===== config.mk =====
export PLATFORM = sky130hd
export DESIGN_NAME = mem_port_arbiter
export DESIGN_NICKNAME = d
export VERILOG_FILES = /design/src/rtl/mem_port_arbiter.sv
export SDC_FILE = /design/constraint.sdc
export NUM_CORES = 1
export LEC_CHECK = 0
export CORE_ASPECT_RATIO = 2
export CORE_MARGIN = 2
export CORE_UTILIZATION = 35
export DETAILED_ROUTE_END_ITERATION = 12
export DONT_BUFFER_PORTS = 1
export SYNTH_ARGS = -nofsm -noshare
export SYNTH_HDL_FRONTEND = slang
export SYNTH_SLANG_ARGS = --single-unit
export TNS_END_PERCENT = 5

===== constraint.sdc =====
create_clock -name clk -period 2.9 [get_ports clk]
set_clock_uncertainty 0.15 [all_clocks]
set_input_delay 0.435 -clock clk [delete_from_list [all_inputs] [get_ports clk]]
set_output_delay 0.435 -clock clk [all_outputs]
set_load 0.05 [all_outputs]

===== src/rtl/mem_port_arbiter.sv =====
// Two-port arbiter for the single memory port of the multicycle MIPS core.
// Port 0 is the CPU and port 1 is the program loader/DMA. Each granted
// transaction runs through IDLE -> ACCESS (MEM_LAT cycles) -> DONE. Ties go
// round-robin, and every memory-side output comes straight from a flop.
module mem_port_arbiter #(
  parameter int MEM_LAT = 1,
  parameter int AW      = 16,
  parameter int DW      = 32
) (
  input  logic          clk,
  input  logic          reset,
  // CPU port
  input  logic          p0_req,
  input  logic          p0_we,
  input  logic [1:0]    p0_mode,
  input  logic [AW-1:0] p0_addr,
  input  logic [DW-1:0] p0_wdata,
  output logic          p0_ack,
  // Loader / DMA port
  input  logic          p1_req,
  input  logic          p1_we,
  input  logic [1:0]    p1_mode,
  input  logic [AW-1:0] p1_addr,
  input  logic [DW-1:0] p1_wdata,
  output logic          p1_ack,
  // Shared response
  output logic [DW-1:0] rdata,
  output logic          busy,
  // Memory side
  input  logic [DW-1:0] memData,
  output logic          MemWrite,
  output logic [1:0]    MemMode,
  output logic [AW-1:0] memAddr,
  output logic [DW-1:0] writeMemData
);

  typedef enum logic [1:0] {
    S_IDLE   = 2'd0,
    S_ACCESS = 2'd1,
    S_DONE   = 2'd2
  } state_e;

  // The counter needs at least one bit, even when MEM_LAT is 1.
  localparam int            CW       = (MEM_LAT > 1) ? $clog2(MEM_LAT) : 1;
  localparam logic [CW-1:0] CNT_INIT = CW'(MEM_LAT - 1);

  state_e        state_q, state_d;
  logic [CW-1:0] cnt_q, cnt_d;
  logic          last_q, last_d;       // port that was served most recently
  logic          owner_q, owner_d;     // port that owns the current transaction
  logic          we_q, we_d;
  logic          mem_write_q, mem_write_d;
  logic [1:0]    mode_q, mode_d;
  logic [AW-1:0] addr_q, addr_d;
  logic [DW-1:0] wdata_q, wdata_d;
  logic [DW-1:0] rdata_q, rdata_d;
  logic          p0_ack_q, p0_ack_d;
  logic          p1_ack_q, p1_ack_d;

  // Winner if a grant happens this cycle: the single requester, or on a
  // tie the port that was not served last.
  logic sel_port;
  assign sel_port = (p0_req && p1_req) ? ~last_q : p1_req;

  // Next-state and next-output logic for the transaction sequencer.
  always_comb begin
    // NOTE: every target gets a default before the case; a path that skips
    // an assignment would otherwise infer a latch.
    state_d     = state_q;
    cnt_d       = cnt_q;
    last_d      = last_q;
    owner_d     = owner_q;
    we_d        = we_q;
    mode_d      = mode_q;
    addr_d      = addr_q;
    wdata_d     = wdata_q;
    rdata_d     = rdata_q;
    mem_write_d = 1'b0;
    p0_ack_d    = 1'b0;
    p1_ack_d    = 1'b0;

    case (state_q)
      S_IDLE: begin
        if (p0_req || p1_req) begin
          owner_d     = sel_port;
          we_d        = sel_port ? p1_we    : p0_we;
          mode_d      = sel_port ? p1_mode  : p0_mode;
          addr_d      = sel_port ? p1_addr  : p0_addr;
          wdata_d     = sel_port ? p1_wdata : p0_wdata;
          // The write strobe covers only the first ACCESS cycle.
          mem_write_d = sel_port ? p1_we    : p0_we;
          cnt_d       = CNT_INIT;
          state_d     = S_ACCESS;
        end
      end

      S_ACCESS: begin
        if (cnt_q == '0) begin
          if (!we_q) begin
            rdata_d = memData;
          end
          // The ack flop is set on entry to DONE, so it is high exactly there.
          p0_ack_d = (owner_q == 1'b0);
          p1_ack_d = (owner_q == 1'b1);
          state_d  = S_DONE;
        end else begin
          cnt_d = cnt_q - CW'(1);
        end
      end

      S_DONE: begin
        last_d  = owner_q;
        state_d = S_IDLE;
      end

      default: begin
        state_d = S_IDLE;
      end
    endcase
  end

  // State and registered outputs; the async reset aborts any transaction at once.
  always_ff @(posedge clk or negedge reset) begin
    if (!reset) begin
      state_q     <= S_IDLE;
      cnt_q       <= '0;
      last_q      <= 1'b1;
      owner_q     <= 1'b0;
      we_q        <= 1'b0;
      mem_write_q <= 1'b0;
      mode_q      <= '0;
      addr_q      <= '0;
      wdata_q     <= '0;
      rdata_q     <= '0;
      p0_ack_q    <= 1'b0;
      p1_ack_q    <= 1'b0;
    end else begin
      // NOTE: non-blocking assignments here, so every flop samples the
      // values from before the edge no matter what order the lines are in.
      state_q     <= state_d;
      cnt_q       <= cnt_d;
      last_q      <= last_d;
      owner_q     <= owner_d;
      we_q        <= we_d;
      mem_write_q <= mem_write_d;
      mode_q      <= mode_d;
      addr_q      <= addr_d;
      wdata_q     <= wdata_d;
      rdata_q     <= rdata_d;
      p0_ack_q    <= p0_ack_d;
      p1_ack_q    <= p1_ack_d;
    end
  end

  assign MemWrite     = mem_write_q;
  assign MemMode      = mode_q;
  assign memAddr      = addr_q;
  assign writeMemData = wdata_q;
  assign rdata        = rdata_q;
  assign p0_ack       = p0_ack_q;
  assign p1_ack       = p1_ack_q;
  assign busy         = (state_q != S_IDLE);

endmodule


==> run summary <==
outcome -> finished clean
Maximum Capacitance Violations -> 0
critical path class -> reg2reg
sequential fraction of the synthesis area -> 51.09%
Overall Global Routing Usage -> 12.31%
Yosys cell types -> 19
WHS Path Cells -> 1
CTS tree -> yes
max frequency -> 437.7 MHz
clock latency on the worst-skew pair -> 0.34 ns
Diodes inserted -> 0
Hold/Removal Path Class -> in2reg
DRC -> 0
CTS H-tree depth -> 3
FILL cells -> 1124
worst-path fanout max -> 22
Routed Antenna Nets -> 0
Vias -> 2101
largest net degree at the start of global routing -> 91
die width -> 83.38 um
# IOs -> 224
Setup violations, final -> 0
Post-Route WL -> 8438 um
global placer's final weighted congestion -> 0.7614
Pins Over Slew Limit -> 0
final hold vios -> 0
CTS root buf -> clkbuf_16
WHS -> 0.07869 ns
cts bufs inserted -> 9
post-synth net total -> 392
Iteration-0 DRC Markers -> 50
CP arrival -> 2.36 ns
worst slew pin tran -> 0.7373 ns
Synth Warn # -> 0
core area -> 0.01241 mm2
First-pass DRT Iterations -> 4
synth-to-layout area growth -> 9.050%
crit-path cells -> or2_1 -> nor2_8 -> buf_12 -> mux2_2
initial antenna violation count -> 0
layout cell share with drive strength beyond 1 -> 56.11%
Final HPWL DP -> 6321 um
syn_area_per_cell -> 17.36 um2
Starting Density -> 35.54%
Post-layout nets -> 395
total grt overflow -> 0
Fin Setup TNS -> 0 ns
Critical Path Max Stage Delay -> 0.51 ns
footprint of the multi-input gates -> 0.001976 mm2
worst reg2reg path depth -> 4
Die Span Y -> 162.8 um
setup ws final -> 0.6154 ns
vias per cell -> 5.100
die area -> 0.01357 mm2
row cnt -> 58
Worst EP required -> 2.98 ns
Final min period -> 2.285 ns
placed instance area -> 0.004499 mm2
pre-CTS setup slack -> 0.5860 ns
Critical-path top delay cell -> or2_1
Startpoint Class -> flip-flop
Mapped Area -> 0.004410 mm2
RSZ-0062 raised after global routing -> no
drt wl/cell -> 20.48 um
Clock Pin Slew Worst Setup and Hold Paths -> 0.06 ns
Max clock buf depth -> 2
Slew headroom -> 50.84%
final instance area -> 0.004810 mm2
Worst setup EP type -> flip-flop
first-pass GRT wire length -> 12720 um
vias in the first global route -> 2338
FF+latch area -> 0.002253 mm2
Tcrit/Tclk final -> 78.78%
FF+latch count, synth -> 90
Cells after Synth -> 254
PortBufs -> 0
CTS sink count -> 90
## critical path, delay by kind of cell (launching register included)
kind / cells / cell delay [ns]
buffers and inverters: 1 / 0.26
DFF: 1 / 0.38
muxes: 1 / 0.35
and+or+nand+nor: 2 / 1.02
## timing repair
action / in CTS / in global routing
gates resized for setup: 0 / 0
buffers inserted: 0 / 0
hold endpoints to repair: 90 / 0
hold buffers: 2 / 0
## worst paths after layout
check                           slack (ns)         from         endpoint
worst max-delay path                  0.62   state_q[0]  writeMemData[8]
worst min-delay path                  0.08  memData[11]        rdata[11]
worst max register to register        0.62   state_q[0]  writeMemData[8]
worst min register to register        0.33      owner_q           p0_ack
max in group asynchronous             1.72        reset           last_q
min in group asynchronous             0.52        reset       memAddr[8]
## layout make-up
class	count	area share, %
inverter	2	0.1561
multi-input combinational	147	41.08
clock buffer	10	4.761
timing repair buffer	7	2.341
sequential	90	46.85
clock inverter	6	0.9105
tap	150	3.902
## layout by cell type (no fill, tap or decap), types with 2 or more instances in the layout
master	synthesis	layout
mux2_1	11	11
buf_4	0	2
inv_1	2	2
nand2b_1	2	2
clkinvlp_4	0	4
mux2_2	26	26
nor2_1	3	2
buf_12	5	3
dfrtp_1	89	89
mux2_4	96	96
mux2i_1	2	2
clkbuf_16	0	9
## state kept, by name (all words and copies together), names as in the netlist, 2 cells and up
register      flops
MemMode           2
memAddr          16
writeMemData     32
state_q           2
rdata            32
## synthesized netlist by cell type
cell type / instances / share of area [%]
buf_2: 4 / 0.45
o21ai_0: 1 / 0.11
inv_1: 2 / 0.17
buf_12: 5 / 2.3
mux2_2: 26 / 6.6
or2_1: 1 / 0.14
a21bo_1: 1 / 0.23
mux2_1: 11 / 2.8
nor2_8: 1 / 0.45
buf_6: 6 / 1.5
and2_1: 1 / 0.14
nor3_1: 1 / 0.11
mux2_4: 96 / 33
nand2b_1: 2 / 0.28
dfstp_2: 1 / 0.60
nor2_1: 3 / 0.26
mux2i_1: 2 / 0.45
o31ai_1: 1 / 0.17
dfrtp_1: 89 / 50
## logic make-up (layout without fill, tap and decap cells)
group	Yosys count	after routing	synth area share [%]
flip-flops	90	90	51.09
multiplexers	135	135	42.58
AND/OR/NAND/NOR	9	9	1.390
buffers and inverters	17	25	4.426
AO/OA/AOI/OAI	3	3	0.5106
## through the flow
step           std cells  utilization (%)
5_1_grt              412            38.76
6_report             412            38.76
3_5_place_dp         394            36.26
2_1_floorplan        254                -
3_3_place_gp         394            36.26
4_1_cts              412            38.76
## metal layers
layer / vias to the layer above / wire, um / track usage [%]
met1: 1007 / 3273 / 14.74
li1: 910 / - / -
met2: 175 / 4032 / 19.02
met3: 9 / 975 / 4.663
met5: - / 0 / 0
met4: 0 / 157 / 6.781
Power is left out: the tool's default activity adds up to more than one toggle a clock period on the data nets, which glitch-free logic cannot reach.
